File: src/rtl/hazard_control_unit_pkg.sv
// Shared CPU definitions: sequencer state encoding, counter width and the
// opcode constants the control unit and hazard sequencer agree on.
package cpu_defs;

  localparam int CNT_W = 4;

  typedef enum logic [1:0] {
    RUN        = 2'd0,
    MULDIV     = 2'd1,
    HALT_DRAIN = 2'd2,
    HALTED     = 2'd3
  } hcu_state_e;

  // Opcode field [15:12] values shared with the control unit.
  localparam logic [3:0] OPC_LOAD   = 4'h4;
  localparam logic [3:0] OPC_MULDIV = 4'h6;
  localparam logic [3:0] OPC_BRANCH = 4'hc;
  localparam logic [3:0] OPC_JUMP   = 4'hd;
  localparam logic [3:0] OPC_HALT   = 4'hf;

  // Counter preload for a wait of `cycles`, less the cycles already spent
  // before the counter starts counting.
  function automatic logic [CNT_W-1:0] cnt_preload(input int cycles, input int spent);
    return CNT_W'(cycles - spent);
  endfunction

endpackage

File: src/rtl/hazard_control_unit_if.sv
// Hazard information from ID/EX into the sequencer and the PC / buffer
// control pins back out to the pipeline.
interface hazard_control_unit_if;
  logic [3:0] id_op1;
  logic [3:0] id_op2;
  logic       id_uses_op1;
  logic       id_uses_op2;
  logic       id_halt;
  logic       ex_mem_read;
  logic [3:0] ex_write_reg;
  logic       ex_muldiv;
  logic       ex_branch_taken;
  logic       if_pc_stop;
  logic       if_pc_mux;
  logic       if_id_buffer_hold;
  logic       if_id_buffer_flush;
  logic       id_ex_buffer_hold;
  logic       id_ex_buffer_flush;
  logic       ex_mem_buffer_flush;
  logic       halted;

  // Pipeline side: supplies hazard info, receives controls.
  modport master (
    output id_op1, id_op2, id_uses_op1, id_uses_op2, id_halt,
           ex_mem_read, ex_write_reg, ex_muldiv, ex_branch_taken,
    input  if_pc_stop, if_pc_mux, if_id_buffer_hold, if_id_buffer_flush,
           id_ex_buffer_hold, id_ex_buffer_flush, ex_mem_buffer_flush, halted
  );

  // Sequencer side.
  modport slave (
    input  id_op1, id_op2, id_uses_op1, id_uses_op2, id_halt,
           ex_mem_read, ex_write_reg, ex_muldiv, ex_branch_taken,
    output if_pc_stop, if_pc_mux, if_id_buffer_hold, if_id_buffer_flush,
           id_ex_buffer_hold, id_ex_buffer_flush, ex_mem_buffer_flush, halted
  );
endinterface

File: src/rtl/hazard_control_unit_load_use_detect.sv
// Load-use compare: a load in EX whose destination matches any register the
// ID instruction actually reads. R0 is compared like any other register.
module load_use_detect
  import cpu_defs::*;
(
  input  logic [3:0] id_op1,
  input  logic [3:0] id_op2,
  input  logic       id_uses_op1,
  input  logic       id_uses_op2,
  input  logic       ex_mem_read,
  input  logic [3:0] ex_write_reg,
  output logic       load_use
);

  logic [1:0][3:0] src;
  logic [1:0]      src_used;
  logic [1:0]      src_match;

  assign src      = {id_op2, id_op1};
  assign src_used = {id_uses_op2, id_uses_op1};

  // One comparator per ID source port.
  for (genvar gi = 0; gi < 2; gi++) begin : g_src
    assign src_match[gi] = src_used[gi] && (src[gi] == ex_write_reg);
  end

  assign load_use = ex_mem_read && (|src_match);

endmodule

File: src/rtl/hazard_control_unit.sv
// Pipeline sequencer: PC stop/select and IF/ID, ID/EX, EX/MEM buffer controls
// for branches, load-use interlocks, multi-cycle muldiv and halt drain.
module hazard_control_unit
  import cpu_defs::*;
#(
  parameter int MULDIV_CYCLES = 4,  // 2..15
  parameter int DRAIN_CYCLES  = 3
) (
  input logic                  clock,
  input logic                  reset,
  hazard_control_unit_if.slave bus
);

  localparam logic [CNT_W-1:0] MULDIV_LOAD = cnt_preload(MULDIV_CYCLES, 2);
  localparam logic [CNT_W-1:0] DRAIN_LOAD  = cnt_preload(DRAIN_CYCLES, 1);

  hcu_state_e       state_reg, state_next;
  logic [CNT_W-1:0] cnt_reg, cnt_next;
  logic             load_use;

  load_use_detect u_load_use_detect (
    .id_op1       (bus.id_op1),
    .id_op2       (bus.id_op2),
    .id_uses_op1  (bus.id_uses_op1),
    .id_uses_op2  (bus.id_uses_op2),
    .ex_mem_read  (bus.ex_mem_read),
    .ex_write_reg (bus.ex_write_reg),
    .load_use     (load_use)
  );

  // State and counter registers.
  always_ff @(posedge clock or posedge reset) begin
    if (reset) begin
      state_reg <= RUN;
      cnt_reg   <= '0;
    end else begin
      state_reg <= state_next;
      cnt_reg   <= cnt_next;
    end
  end

  // Next-state and control outputs; everything is forced low while reset is held.
  always_comb begin
    state_next              = state_reg;
    cnt_next                = cnt_reg;
    bus.if_pc_stop          = 1'b0;
    bus.if_pc_mux           = 1'b0;
    bus.if_id_buffer_hold   = 1'b0;
    bus.if_id_buffer_flush  = 1'b0;
    bus.id_ex_buffer_hold   = 1'b0;
    bus.id_ex_buffer_flush  = 1'b0;
    bus.ex_mem_buffer_flush = 1'b0;
    if (!reset) begin
      case (state_reg)
        RUN: begin
          if (bus.ex_branch_taken) begin
            // ID holds a wrong-path instruction, so its hazards are moot.
            bus.if_pc_mux          = 1'b1;
            bus.if_id_buffer_flush = 1'b1;
            bus.id_ex_buffer_flush = 1'b1;
          end else if (bus.ex_muldiv) begin
            bus.if_pc_stop          = 1'b1;
            bus.if_id_buffer_hold   = 1'b1;
            bus.id_ex_buffer_hold   = 1'b1;
            bus.ex_mem_buffer_flush = 1'b1;
            state_next              = MULDIV;
            cnt_next                = MULDIV_LOAD;
          end else if (load_use) begin
            bus.if_pc_stop         = 1'b1;
            bus.if_id_buffer_hold  = 1'b1;
            bus.id_ex_buffer_flush = 1'b1;
          end else if (bus.id_halt) begin
            bus.if_pc_stop         = 1'b1;
            bus.if_id_buffer_flush = 1'b1;
            state_next             = HALT_DRAIN;
            cnt_next               = DRAIN_LOAD;
          end
        end
        MULDIV: begin
          // Final occupancy cycle: result latches into EX/MEM, stall released.
          if (cnt_reg == '0) begin
            state_next = RUN;
          end else begin
            bus.if_pc_stop          = 1'b1;
            bus.if_id_buffer_hold   = 1'b1;
            bus.id_ex_buffer_hold   = 1'b1;
            bus.ex_mem_buffer_flush = 1'b1;
            cnt_next                = cnt_reg - 4'd1;
          end
        end
        HALT_DRAIN: begin
          bus.if_pc_stop         = 1'b1;
          bus.if_id_buffer_flush = 1'b1;
          bus.id_ex_buffer_flush = 1'b1;
          if (cnt_reg == '0) state_next = HALTED;
          else               cnt_next   = cnt_reg - 4'd1;
        end
        HALTED: begin
          bus.if_pc_stop         = 1'b1;
          bus.if_id_buffer_flush = 1'b1;
          bus.id_ex_buffer_flush = 1'b1;
        end
        default: state_next = RUN;
      endcase
    end
  end

  // halted comes straight from the state register.
  assign bus.halted = (state_reg == HALTED);

endmodule

File: src/flat_wrapper.sv
// flat-port wrapper written by rule: the top's interface ports become plain ports
module hazard_control_unit_flat import cpu_defs::*;
#(
  parameter int MULDIV_CYCLES = 4,          
  parameter int DRAIN_CYCLES  = 3
)
  (clock, reset, bus_id_op1, bus_id_op2, bus_id_uses_op1, bus_id_uses_op2, bus_id_halt, bus_ex_mem_read, bus_ex_write_reg, bus_ex_muldiv, bus_ex_branch_taken, bus_if_pc_stop, bus_if_pc_mux, bus_if_id_buffer_hold, bus_if_id_buffer_flush, bus_id_ex_buffer_hold, bus_id_ex_buffer_flush, bus_ex_mem_buffer_flush, bus_halted);
  hazard_control_unit_if bus_i ();
  input logic clock;
  input logic reset;
  input wire logic [$bits(bus_i.id_op1)-1:0] bus_id_op1;
  input wire logic [$bits(bus_i.id_op2)-1:0] bus_id_op2;
  input wire logic [$bits(bus_i.id_uses_op1)-1:0] bus_id_uses_op1;
  input wire logic [$bits(bus_i.id_uses_op2)-1:0] bus_id_uses_op2;
  input wire logic [$bits(bus_i.id_halt)-1:0] bus_id_halt;
  input wire logic [$bits(bus_i.ex_mem_read)-1:0] bus_ex_mem_read;
  input wire logic [$bits(bus_i.ex_write_reg)-1:0] bus_ex_write_reg;
  input wire logic [$bits(bus_i.ex_muldiv)-1:0] bus_ex_muldiv;
  input wire logic [$bits(bus_i.ex_branch_taken)-1:0] bus_ex_branch_taken;
  output wire logic [$bits(bus_i.if_pc_stop)-1:0] bus_if_pc_stop;
  output wire logic [$bits(bus_i.if_pc_mux)-1:0] bus_if_pc_mux;
  output wire logic [$bits(bus_i.if_id_buffer_hold)-1:0] bus_if_id_buffer_hold;
  output wire logic [$bits(bus_i.if_id_buffer_flush)-1:0] bus_if_id_buffer_flush;
  output wire logic [$bits(bus_i.id_ex_buffer_hold)-1:0] bus_id_ex_buffer_hold;
  output wire logic [$bits(bus_i.id_ex_buffer_flush)-1:0] bus_id_ex_buffer_flush;
  output wire logic [$bits(bus_i.ex_mem_buffer_flush)-1:0] bus_ex_mem_buffer_flush;
  output wire logic [$bits(bus_i.halted)-1:0] bus_halted;
  assign bus_i.id_op1 = bus_id_op1;
  assign bus_i.id_op2 = bus_id_op2;
  assign bus_i.id_uses_op1 = bus_id_uses_op1;
  assign bus_i.id_uses_op2 = bus_id_uses_op2;
  assign bus_i.id_halt = bus_id_halt;
  assign bus_i.ex_mem_read = bus_ex_mem_read;
  assign bus_i.ex_write_reg = bus_ex_write_reg;
  assign bus_i.ex_muldiv = bus_ex_muldiv;
  assign bus_i.ex_branch_taken = bus_ex_branch_taken;
  assign bus_if_pc_stop = bus_i.if_pc_stop;
  assign bus_if_pc_mux = bus_i.if_pc_mux;
  assign bus_if_id_buffer_hold = bus_i.if_id_buffer_hold;
  assign bus_if_id_buffer_flush = bus_i.if_id_buffer_flush;
  assign bus_id_ex_buffer_hold = bus_i.id_ex_buffer_hold;
  assign bus_id_ex_buffer_flush = bus_i.id_ex_buffer_flush;
  assign bus_ex_mem_buffer_flush = bus_i.ex_mem_buffer_flush;
  assign bus_halted = bus_i.halted;
  hazard_control_unit #(.MULDIV_CYCLES(MULDIV_CYCLES), .DRAIN_CYCLES(DRAIN_CYCLES)) u_core (.clock(clock), .reset(reset), .bus(bus_i));
endmodule
File: config.mk
export PLATFORM = sky130hd
export DESIGN_NAME = hazard_control_unit_flat
export DESIGN_NICKNAME = d
export VERILOG_FILES = /design/src/rtl/hazard_control_unit_pkg.sv /design/src/rtl/hazard_control_unit_if.sv /design/src/rtl/hazard_control_unit_load_use_detect.sv /design/src/rtl/hazard_control_unit.sv /design/src/flat_wrapper.sv
export SDC_FILE = /design/constraint.sdc
export NUM_CORES = 1
export LEC_CHECK = 0
export CAP_MARGIN = 20
export CORE_MARGIN = 2
export CORE_UTILIZATION = 42
export DETAILED_ROUTE_END_ITERATION = 10
export PLACE_DENSITY_LB_ADDON = 0.12
export SYNTH_ARGS = -nofsm -noshare
export SYNTH_HDL_FRONTEND = slang
export SYNTH_SLANG_ARGS = --single-unit
File: constraint.sdc
create_clock -name clock -period 2.85 [get_ports clock]
set_clock_uncertainty 0.2 [all_clocks]
set_input_delay 0.4275 -clock clock [delete_from_list [all_inputs] [get_ports clock]]
set_output_delay 0.4275 -clock clock [all_outputs]
set_load 0.05 [all_outputs]
==> results of run 1 <==
-- cell usage after synthesis (2+ instances only) --
library cell              count  area share
sky130_fd_sc_hd__nor2_1       3       0.016
sky130_fd_sc_hd__xnor2_1      8       0.098
sky130_fd_sc_hd__a31oi_1      2       0.018
sky130_fd_sc_hd__o21ai_0      5       0.035
sky130_fd_sc_hd__dfrtp_1      6        0.21
sky130_fd_sc_hd__a21oi_1      4       0.028
sky130_fd_sc_hd__o21ai_1      2       0.014
sky130_fd_sc_hd__mux2_1       2       0.032
sky130_fd_sc_hd__nor2b_1      2       0.018
sky130_fd_sc_hd__nand4_1      2       0.018
sky130_fd_sc_hd__ha_1         6        0.11
sky130_fd_sc_hd__nand2_1     11       0.058
sky130_fd_sc_hd__or2_2        2       0.018
sky130_fd_sc_hd__inv_1        7       0.037
sky130_fd_sc_hd__nor3_1       5       0.035
-- power groups by stage --
stage | logic (mW) | registers, mW | clock network [mW]
floorplan | 0.529 | 0.153 | 0
global placement | 0.746 | 0.159 | 0
detailed placement | 0.750 | 0.163 | 0
CTS | 0.753 | 0.161 | 0.0753
global route | 0.825 | 0.168 | 0.0827
finish | 0.756 | 0.162 | 0.0703
-- placed cells by master (no fill, tap or decap), types with 2 or more instances in the layout --
cell type / Yosys / final
sky130_fd_sc_hd__mux2_1: 2 / 2
sky130_fd_sc_hd__nand2_1: 11 / 11
sky130_fd_sc_hd__a31oi_1: 2 / 2
sky130_fd_sc_hd__nor3_1: 5 / 4
sky130_fd_sc_hd__nor2_1: 3 / 3
sky130_fd_sc_hd__ha_1: 6 / 5
sky130_fd_sc_hd__nor2b_1: 2 / 2
sky130_fd_sc_hd__xnor2_1: 8 / 8
sky130_fd_sc_hd__clkdlybuf4s50_1: 0 / 20
sky130_fd_sc_hd__a21oi_1: 4 / 3
sky130_fd_sc_hd__or2_2: 2 / 2
sky130_fd_sc_hd__clkbuf_4: 0 / 3
sky130_fd_sc_hd__inv_1: 7 / 7
sky130_fd_sc_hd__buf_4: 1 / 3
sky130_fd_sc_hd__buf_12: 0 / 6
sky130_fd_sc_hd__dfrtp_1: 6 / 6
sky130_fd_sc_hd__o21ai_1: 2 / 2
sky130_fd_sc_hd__nand4_1: 2 / 2
sky130_fd_sc_hd__o21ai_0: 5 / 5
-- stage by stage --
step | std cells | power (mW) | hold slack (ns)
4_1_cts | 130 | 0.990 | 0.336
3_3_place_gp | 127 | 0.906 | 0.336
3_5_place_dp | 127 | 0.913 | 0.319
5_1_grt | 132 | 1.08 | 0.378
2_1_floorplan | 87 | 0.681 | 0.240
6_report | 132 | 0.989 | 0.334
-- final timing paths --
path	start	to	slack, ns	depth (start not counted)
worst max-delay path	bus_ex_write_reg[2]	bus_if_id_buffer_hold	0.17	7
worst min-delay path	u_core.cnt_reg[3]	u_core.cnt_reg[3]	0.33	2
worst max register to register	u_core.state_reg[0]	u_core.state_reg[1]	0.59	8
worst min register to register	u_core.cnt_reg[3]	u_core.cnt_reg[3]	0.33	2
max in group asynchronous	reset	u_core.cnt_reg[0]	1.78	2
min in group asynchronous	reset	u_core.state_reg[1]	0.47	2
-- metal layers --
metal  global-route usage  vias to the layer above
met4               0.0294                        0
met5                    0                        -
met2                0.340                       21
met1                0.212                      329
li1                     -                      372
met3               0.0360                        0
-- worst max-delay path: stages --
cell and delay, ns:
sky130_fd_sc_hd__clkdlybuf4s50_1 0.50, sky130_fd_sc_hd__xnor2_1 0.15, sky130_fd_sc_hd__nand3_2 0.13, sky130_fd_sc_hd__o22ai_1 0.18
sky130_fd_sc_hd__nand2_1 0.13, sky130_fd_sc_hd__a221oi_2 0.34, sky130_fd_sc_hd__buf_12 0.18
-- final cells by class --
class                           instances  area, um2
Inverter                                7       26.3
Multi-Input combinational cell         71        538
Sequential cell                         6        150
Timing Repair Buffer                   29        343
Tap cell                               16       20.0
Fill cell                             127        442
Clock buffer                            3       22.5
-- kinds of logic after synthesis --
| family | after synthesis |
|---|---|
| xor+xnor | 8 |
| buf+inv | 10 |
| mux | 2 |
| compound gates | 22 |
| fa+ha+maj | 6 |
| simple gates | 33 |
| flops | 6 |
-- what timing repair did --
action	4_1_cts	5_1_grt
resized for setup	0	1
setup buffers	0	2
setup endpoints to repair	0	1
==> implementation parameters, run 1 <==
Parameter                              Value

Synthesis
  Net count of the mapped netlist    113
  Largest family of logic cells by synthesized area    simple AND/OR/NAND/NOR gates
  EDFF count, synth    0
  Fraction of the mapped netlist area in adder cells    0.105
  Share of the synthesized netlist area taken by xor and xnor gates    0.0982
  Multiplexer share of the synthesized area    0.0316
  Count of mapped cells out of synthesis    87
  Synthesized flop and latch total    6
  Compound-gate portion of the synthesized area    0.223
  Distinct cell type count of the synthesized netlist    35
  Most common flop cell mapped by yosys    sky130_fd_sc_hd__dfrtp_1
  Synth Cell Area    713 um2
  Post-Synthesis Mean Instance Area    8.20 um2
  Post-synthesis sequential area ratio    0.211
  Fraction of synthesis flops using an asynchronous set or reset pin    1.00
  Ys Warns    0
  Synth Area in Simple Gates    0.272

Power
  Gate power share    0.765
  Switch Pwr    0.472 mW
  Internal power component    0.517 mW
  Portion of total power attributed to sequential cells    0.164
  Fraction of power spent switching nets    0.478
  Standby leakage power    0.448 nW
  Clock power share    0.071
  Ratio of total power to cell area    899 mW/mm2
  Highest ir drop seen on vdd    0.484 mV

Floorplan
  Die W    45.2 um
  DIE AREA    0.00204 mm2
  Starting density of the core    0.463
  Overall die height    45.2 um
  IO Pins    28
  Floorplan row count    14
  Core area    0.00154 mm2

Critical path
  CP Capture Type    output port
  Critical path data arrival time    2.05 ns
  Startpoint type of the worst setup path    input port
  CP Class    input port to output port
  CP Data Required Time    2.22 ns
  Largest fanout on the critical path    3

STA
  Worst rel slew slack    0.671
  Maximum clock frequency    374 MHz
  Unrepaired setup endpoints after global routing    no
  Final TNS setup    0 ns
  Period utilization    0.939
  Transition at the pin with the smallest max-transition slack    0.492 ns
  Number of endpoints with negative hold slack in the final report    0
  Min Clock Period, post-route    2.68 ns
  Min setup slack post-route    0.173 ns
  Count of endpoints failing setup in the final report    0
  Max Slew Vio Count    0

Detailed routing
  Vias per inst    5.47
  DR vias    722
  Routed length per placed instance    12.0 um
  Antenna viol nets, final    0
  Routed met1 length    629 um
  Sum of met3 wire segment lengths after detailed routing    64 um
  1st-pass router iterations    4
  Remaining DRCs    0
  Detailed Route Iter0 Violations    18
  Amount of wire on met2 after detailed routing    891 um
  Highest routing layer actually used    met3
  Total Routed Length    1590 um

Cells and area
  Signed area change from the synthesized netlist to the final layout    54.2%
  Summed area of non-filler cells in the final layout    0.00110 mm2
  Flip-flop count of the largest register after layout    4
  Fin util    0.713
  Net count, final    144
  Fraction of layout instances using a drive strength above 1    0.207
  Number of antenna diodes    0

CTS
  Deepest level of the CTS H-tree    1
  Worst skew pair latency    0.23 ns
  Bufs on Longest Clock Path    2
  Hold buffer count at CTS    0
  Clock tree root buffer cell    sky130_fd_sc_hd__clkbuf_4
  Clock slew at reported path FFs    0.04 ns
  Clk sinks    6
  Number of buffers inserted during clock tree synthesis    3
  Clock tree from TritonCTS    built

Place
  Cell area after placement    0.00106 mm2
  Worst Setup Slack post-DPL    0.137 ns
  Gp weighted congestion    0.836
  Port bufs    27
  Half-perimeter wire length after detailed placement    1390 um

Global routing
  Overall overflow remaining after global route    0
  Global Route Usage Sum    0.181
  Number of global-route vias before repair    720
  First-pass GRT wire length    2770 um
  Initial antenna violation count    0
  Largest net degree at the start of global routing    12

Min path
  Path category of the worst min-delay check    register to register

Outcome
  Run status    finished clean

Job
  Count of max-cap constraint violations    0
No activity file was read; power rests on OpenSTA's default activity.
==> run 2, diff against run 1 <==
--- a/config.mk
+++ b/config.mk
@@ -10,6 +10,7 @@
 export CORE_UTILIZATION = 42
 export DETAILED_ROUTE_END_ITERATION = 10
 export PLACE_DENSITY_LB_ADDON = 0.12
+export SLEW_MARGIN = 0
 export SYNTH_ARGS = -nofsm -noshare
 export SYNTH_HDL_FRONTEND = slang
 export SYNTH_SLANG_ARGS = --single-unit
==> constraint.sdc (replaced) <==
create_clock -name clock -period 2.85 [get_ports clock]
set_clock_uncertainty 0.2 [all_clocks]
set_input_delay 0.855 -clock clock [delete_from_list [all_inputs] [get_ports clock]]
set_output_delay 0.855 -clock clock [all_outputs]
set_load 0.05 [all_outputs]
==> run 2 against run 1 <==
  * Core utilization increased by 21 points
  * Combinational power increased by 34%
  * Highest routed layer is now met4
  * Cell count increased by 14%
  * Die area unchanged
  * The flow now finishes with violations (negative setup slack)
  * Sequential cell count unchanged
  * Via count increased by 25%
==> implementation parameters, run 2 (same netlist as run 1, synthesis figures left out) <==
Parameter                              Value

CTS
  Bufs on Longest Clock Path    2 (unchanged)
  Clock tree root buffer cell    sky130_fd_sc_hd__clkbuf_4
  Worst skew pair latency    0.24 ns (about the same)
  Clk sinks    6 (unchanged)
  Clock slew at reported path FFs    0.04 ns (about the same)
  Number of buffers inserted during clock tree synthesis    3 (unchanged)
  Deepest level of the CTS H-tree    1 (unchanged)
  Clock tree from TritonCTS    built
  Hold buffer count at CTS    0 (unchanged)

Detailed routing
  1st-pass router iterations    4 (unchanged)
  Detailed Route Iter0 Violations    26 (+8)
  Remaining DRCs    0 (unchanged)
  Routed length per placed instance    18.4 um (+53%)
  Vias per inst    5.97 (+9.2%)
  Total Routed Length    2770 um (+75%)
  Antenna viol nets, final    0 (unchanged)
  DR vias    902 (+25%)

Floorplan
  Die W    45.2 um (unchanged)
  DIE AREA    0.00204 mm2 (unchanged)
  Overall die height    45.2 um (unchanged)
  Core area    0.00154 mm2 (unchanged)
  Floorplan row count    14 (unchanged)
  Starting density of the core    0.463 (unchanged)
  IO Pins    28 (unchanged)

Global routing
  First-pass GRT wire length    3640 um (+32%)
  Number of global-route vias before repair    849 (+18%)
  Global Route Usage Sum    0.250 (+0.0690)
  Initial antenna violation count    0 (unchanged)
  Largest net degree at the start of global routing    12 (unchanged)
  Overall overflow remaining after global route    0 (unchanged)

Critical path
  CP Capture Type    output port
  Critical path, cell by cell    buf_8, xnor2_2, nand3_2, buf_6, o22ai_4, nor2b_2, nor3_4, buf_12
  Critical path data arrival time    2.04 ns (about the same)
  Critical path's largest stage delay    0.19 ns (-0.31 ns)
  Startpoint type of the worst setup path    input port
  CP Class    input port to output port
  Largest fanout on the critical path    2 (-1)
  CP Data Required Time    1.80 ns (-0.42 ns)
  Critical Path Slowest Stage Cell    sky130_fd_sc_hd__o22ai_4

STA
  Final TNS setup    -0.866 ns (-0.866 ns)
  Min setup slack post-route    -0.243 ns (-0.416 ns)
  Period utilization    1.09 (+0.146)
  Min Clock Period, post-route    3.09 ns (+0.416 ns)
  Unrepaired setup endpoints after global routing    yes
  Count of endpoints failing setup in the final report    6 (+6)
  Transition at the pin with the smallest max-transition slack    0.415 ns (-0.0766 ns)
  Number of endpoints with negative hold slack in the final report    0 (unchanged)
  Maximum clock frequency    323 MHz (-13%)
  Max Slew Vio Count    0 (unchanged)
  Worst rel slew slack    0.722 (+0.0504)

Place
  Worst Setup Slack post-DPL    -0.620 ns (-0.757 ns)
  Gp weighted congestion    0.842 (+0.69%)
  Placed insts    144 (+13%)
  Half-perimeter wire length after detailed placement    1710 um (+23%)
  Port bufs    27 (unchanged)

Min path
  Path category of the worst min-delay check    register to register

Power
  Highest ir drop seen on vdd    0.597 mV (+23%)
  Clock power share    0.061 (-0.010)
  Post-layout power    1.25 mW (+26%)
  Switch Pwr    0.600 mW (+27%)
  Portion of total power attributed to sequential cells    0.132 (-0.032)
  Ratio of total power to cell area    880 mW/mm2 (-2.1%)
  Standby leakage power    0.642 nW (+43%)
  Internal power component    0.647 mW (+25%)
  Gate power share    0.807 (+0.042)
  Fraction of power spent switching nets    0.481 (+0.00323)

Cells and area
  Flip-flop count of the largest register after layout    4 (unchanged)
  Net count, final    163 (+13%)
  Most common library cell in the layout ignoring fill and taps    sky130_fd_sc_hd__buf_4
  Area taken by multi-input logic gates    703 um2 (+31%)
  Fraction of layout instances using a drive strength above 1    0.541 (+0.334)
  Signed area change from the synthesized netlist to the final layout    98.8%
  Commonest cells after routing, fill and taps aside    sky130_fd_sc_hd__buf_4 (20), sky130_fd_sc_hd__buf_6 (12), sky130_fd_sc_hd__nand2_1 (9)
  Area used by sequential logic in the layout    150 um2 (unchanged)
  Number of antenna diodes    0 (unchanged)
  Filler Cell Count    57 (-55%)
  Number of non-filler instances in the completed layout    151 (+14%)

Job
  Count of max-cap constraint violations    0 (unchanged)

Outcome
  Run status    finished, violations left
  Violated checks    negative setup slack
-- run 2: path summary, 6_finish.rpt --
kind,start,slack (ns),cells after the start,endpoint
setup / recovery,bus_ex_write_reg[2],-0.24,8,bus_id_ex_buffer_flush
hold / removal,u_core.cnt_reg[3],0.33,2,u_core.cnt_reg[3]
setup reg to reg,u_core.state_reg[1],0.47,9,u_core.state_reg[0]
hold reg to reg,u_core.cnt_reg[3],0.33,2,u_core.cnt_reg[3]
max in group asynchronous,reset,1.55,4,u_core.cnt_reg[3]
min in group asynchronous,reset,0.78,4,u_core.state_reg[1]
-- run 2: per-stage QoR --
| stage | util | hold WS (ns) | instance area [um2] |
|---|---|---|---|
| final | 0.920 | 0.327 | 1420 |
| after global routing | 0.920 | 0.357 | 1420 |
| after CTS | 0.872 | 0.330 | 1340 |
| after detailed placement | 0.804 | 0.315 | 1240 |
| after global placement | 0.804 | 0.323 | 1240 |
| after floorplan | - | 0.287 | 786 |
-- run 2: area by class of cell --
| type | instances | share of cell area |
|---|---|---|
| Sequential cell | 6 | 0.106 |
| Timing Repair Buffer | 48 | 0.350 |
| Clock buffer | 3 | 0.0159 |
| Inverter | 7 | 0.0185 |
| Multi-Input combinational cell | 71 | 0.496 |
| Tap cell | 16 | 0.0141 |
-- run 2: critical path, delay by kind of cell --
| family | cells | cell delay (ns) |
|---|---|---|
| buffers and inverters | 3 | 0.42 |
| AND/OR/NAND/NOR | 3 | 0.39 |
| AO/OA/AOI/OAI | 1 | 0.19 |
| XOR/XNOR | 1 | 0.18 |
-- run 2: power by group through the flow --
stage	clock (mW)	sequential (mW)	combinational (mW)
after floorplan	0	0.153	0.576
after global placement	0	0.155	0.847
after detailed placement	0	0.157	0.873
after CTS	0.0778	0.157	0.933
after global routing	0.0846	0.167	1.07
final	0.0757	0.164	1.01
-- run 2: per-layer routing --
| layer | vias up | global-route usage | part of all wire |
|---|---|---|---|
| met1 | 442 | 0.263 | 0.33 |
| met4 | 0 | 0.0588 | 0.042 |
| li1 | 408 | - | - |
| met5 | - | 0 | 0 |
| met2 | 40 | 0.500 | 0.58 |
| met3 | 12 | 0.0440 | 0.048 |
-- run 2: what timing repair did --
action / in CTS / in global routing
setup buffers: 2 / 2
gates resized for setup: 88 / 10
setup endpoints to repair: 7 / 6
pin swaps: 22 / 17
==> run 3, diff against run 2 <==
--- a/config.mk
+++ b/config.mk
@@ -10,6 +10,7 @@
 export CORE_UTILIZATION = 42
 export DETAILED_ROUTE_END_ITERATION = 10
 export PLACE_DENSITY_LB_ADDON = 0.12
+export SKIP_CTS_REPAIR_TIMING = 1
 export SLEW_MARGIN = 0
 export SYNTH_ARGS = -nofsm -noshare
 export SYNTH_HDL_FRONTEND = slang
==> run 3 against run 2 <==
  * The flow still finishes with violations (negative setup slack)
  * Via count down 4.0%
  * Maximum frequency decreased by 1.4%
  * Design area is 2.2% lower
  * Clock-buffer cell count unchanged
  * Critical path depth down 1
  * Largest cell class unchanged
  * Largest power group unchanged
==> implementation parameters, run 3 (same netlist as run 1, synthesis figures left out) <==
Parameter                              Value

Cells and area
  Area used by sequential logic in the layout    150 um2 (unchanged)
  Fraction of layout instances using a drive strength above 1    0.541 (unchanged)
  Fin util    0.899 (-0.0203)
  Most common library cell in the layout ignoring fill and taps    sky130_fd_sc_hd__buf_4
  Flip-flop count of the largest register after layout    4 (unchanged)
  Area taken by multi-input logic gates    689 um2 (-2.0%)
  Filler Cell Count    58 (+1.8%)
  Signed area change from the synthesized netlist to the final layout    94.4%
  Commonest cells after routing, fill and taps aside    sky130_fd_sc_hd__buf_4 (20), sky130_fd_sc_hd__nand2_1 (10), sky130_fd_sc_hd__buf_6 (10), sky130_fd_sc_hd__clkbuf_2 (7)
  Number of antenna diodes    0 (unchanged)
  Net count, final    163 (unchanged)

Floorplan
  Die W    45.2 um (unchanged)
  IO Pins    28 (unchanged)
  Core area    0.00154 mm2 (unchanged)
  Floorplan row count    14 (unchanged)
  Starting density of the core    0.463 (unchanged)
  DIE AREA    0.00204 mm2 (unchanged)
  Overall die height    45.2 um (unchanged)

CTS
  Bufs on Longest Clock Path    2 (unchanged)
  Number of buffers inserted during clock tree synthesis    3 (unchanged)
  Clock tree from TritonCTS    built
  Worst skew pair latency    0.24 ns (about the same)
  Clock slew at reported path FFs    0.04 ns (about the same)
  Clk sinks    6 (unchanged)
  Deepest level of the CTS H-tree    1 (unchanged)
  Clock tree root buffer cell    sky130_fd_sc_hd__clkbuf_4

Power
  Highest ir drop seen on vdd    0.569 mV (-4.7%)
  Fraction of power spent switching nets    0.478 (-0.00235)
  Switch Pwr    0.594 mW (-0.87%)
  Gate power share    0.808 (about the same)
  Portion of total power attributed to sequential cells    0.132 (about the same)
  Standby leakage power    0.662 nW (+3.1%)
  Clock power share    0.060 (about the same)
  Internal power component    0.648 mW (about the same)
  Ratio of total power to cell area    896 mW/mm2 (+1.9%)

Detailed routing
  Antenna viol nets, final    0 (unchanged)
  Vias per inst    5.74 (-4.0%)
  Routed length per placed instance    17.8 um (-3.4%)
  Detailed Route Iter0 Violations    20 (-23%)
  DR vias    866 (-4.0%)
  Remaining DRCs    0 (unchanged)
  Total Routed Length    2680 um (-3.4%)
  1st-pass router iterations    4 (unchanged)

STA
  Min setup slack post-route    -0.286 ns (-0.0431 ns)
  Worst rel slew slack    0.782 (+0.0601)
  Maximum clock frequency    319 MHz (-1.4%)
  Min Clock Period, post-route    3.14 ns (+0.0431 ns)
  Period utilization    1.10 (+0.0151)
  Transition at the pin with the smallest max-transition slack    0.326 ns (-0.0896 ns)
  Max Slew Vio Count    0 (unchanged)
  Number of endpoints with negative hold slack in the final report    0 (unchanged)
  Count of endpoints failing setup in the final report    6 (unchanged)
  Unrepaired setup endpoints after global routing    yes

Critical path
  Worst path bufs/invs    2 (-1)
  CP Class    input port to output port
  Critical path, cell by cell    buf_6, and2b_4, nand4_1, o22ai_4, nor2b_2, nor3_4, buf_12
  Largest fanout on the critical path    3 (+1)
  Startpoint type of the worst setup path    input port
  Critical path's largest stage delay    0.26 ns (+0.07 ns)
  Kind of cell adding the most delay to the critical path    simple AND/OR/NAND/NOR gates
  Critical path data arrival time    2.08 ns (+0.04 ns)
  CP Data Required Time    1.80 ns (about the same)
  Critical Path Slowest Stage Cell    sky130_fd_sc_hd__and2b_4
  CP Capture Type    output port
  Worst setup slack for register-to-register paths    0.48 ns (about the same)

Global routing
  First-pass GRT wire length    3230 um (-11%)
  Overall overflow remaining after global route    0 (unchanged)
  Number of global-route vias before repair    827 (-2.6%)
  Largest net degree at the start of global routing    12 (unchanged)
  Global Route Usage Sum    0.213 (-0.0367)
  Initial antenna violation count    0 (unchanged)

Outcome
  Run status    finished, violations left
  Violated checks    negative setup slack

Place
  Half-perimeter wire length after detailed placement    1710 um (unchanged)
  Worst Setup Slack post-DPL    -0.620 ns (unchanged)
  Port bufs    27 (unchanged)
  Gp weighted congestion    0.842 (unchanged)

Job
  Count of max-cap constraint violations    0 (unchanged)

Min path
  Path category of the worst min-delay check    register to register
==> run 3: tightest hold or removal path: cells and delay by family, from the launching register on <==
family,cells,cell delay (ns)
AOI/OAI and AO/OA,2,0.13
DFF,1,0.35
==> run 3: metrics by stage <==
stage	cell area [um2]	total power [mW]	TNS [ns]	hold slack, ns	instances
floorplan	786	0.729	-0.600	0.287	87
global placement	1240	1.00	-3.38	0.323	144
detailed placement	1240	1.03	-3.62	0.315	144
CTS	1260	1.11	-3.47	0.330	147
global route	1390	1.31	-1.36	0.357	151
finish	1390	1.24	-1.08	0.329	151
==> run 3: power by group through the flow <==
stage,combinational (mW),clock [mW],sequential (mW)
6_report,1.00,0.0748,0.164
5_1_grt,1.06,0.0846,0.166
4_1_cts,0.876,0.0778,0.156
3_5_place_dp,0.873,0,0.157
3_3_place_gp,0.847,0,0.155
2_1_floorplan,0.576,0,0.153
==> run 3: layout make-up <==
class,instances,area share
clock buffer,3,0.0162
multi-input combinational,71,0.497
timing repair buffer,48,0.345
sequential,6,0.108
tap,16,0.0144
inverter,7,0.0190
==> run 3: final timing paths <==
path | depth (start not counted) | from | to
max | 7 | bus_ex_muldiv | bus_id_ex_buffer_flush
min | 2 | u_core.cnt_reg[3] | u_core.cnt_reg[3]
max reg2reg | 9 | u_core.state_reg[1] | u_core.state_reg[0]
min reg2reg | 2 | u_core.cnt_reg[3] | u_core.cnt_reg[3]
max in group asynchronous | 4 | reset | u_core.cnt_reg[3]
min in group asynchronous | 4 | reset | u_core.cnt_reg[0]
==> run 3: layer usage <==
layer | routed length (um) | track usage
met5 | 0 | 0
met4 | 69 | 0.0235
met2 | 1520 | 0.434
met3 | 106 | 0.0400
met1 | 987 | 0.227
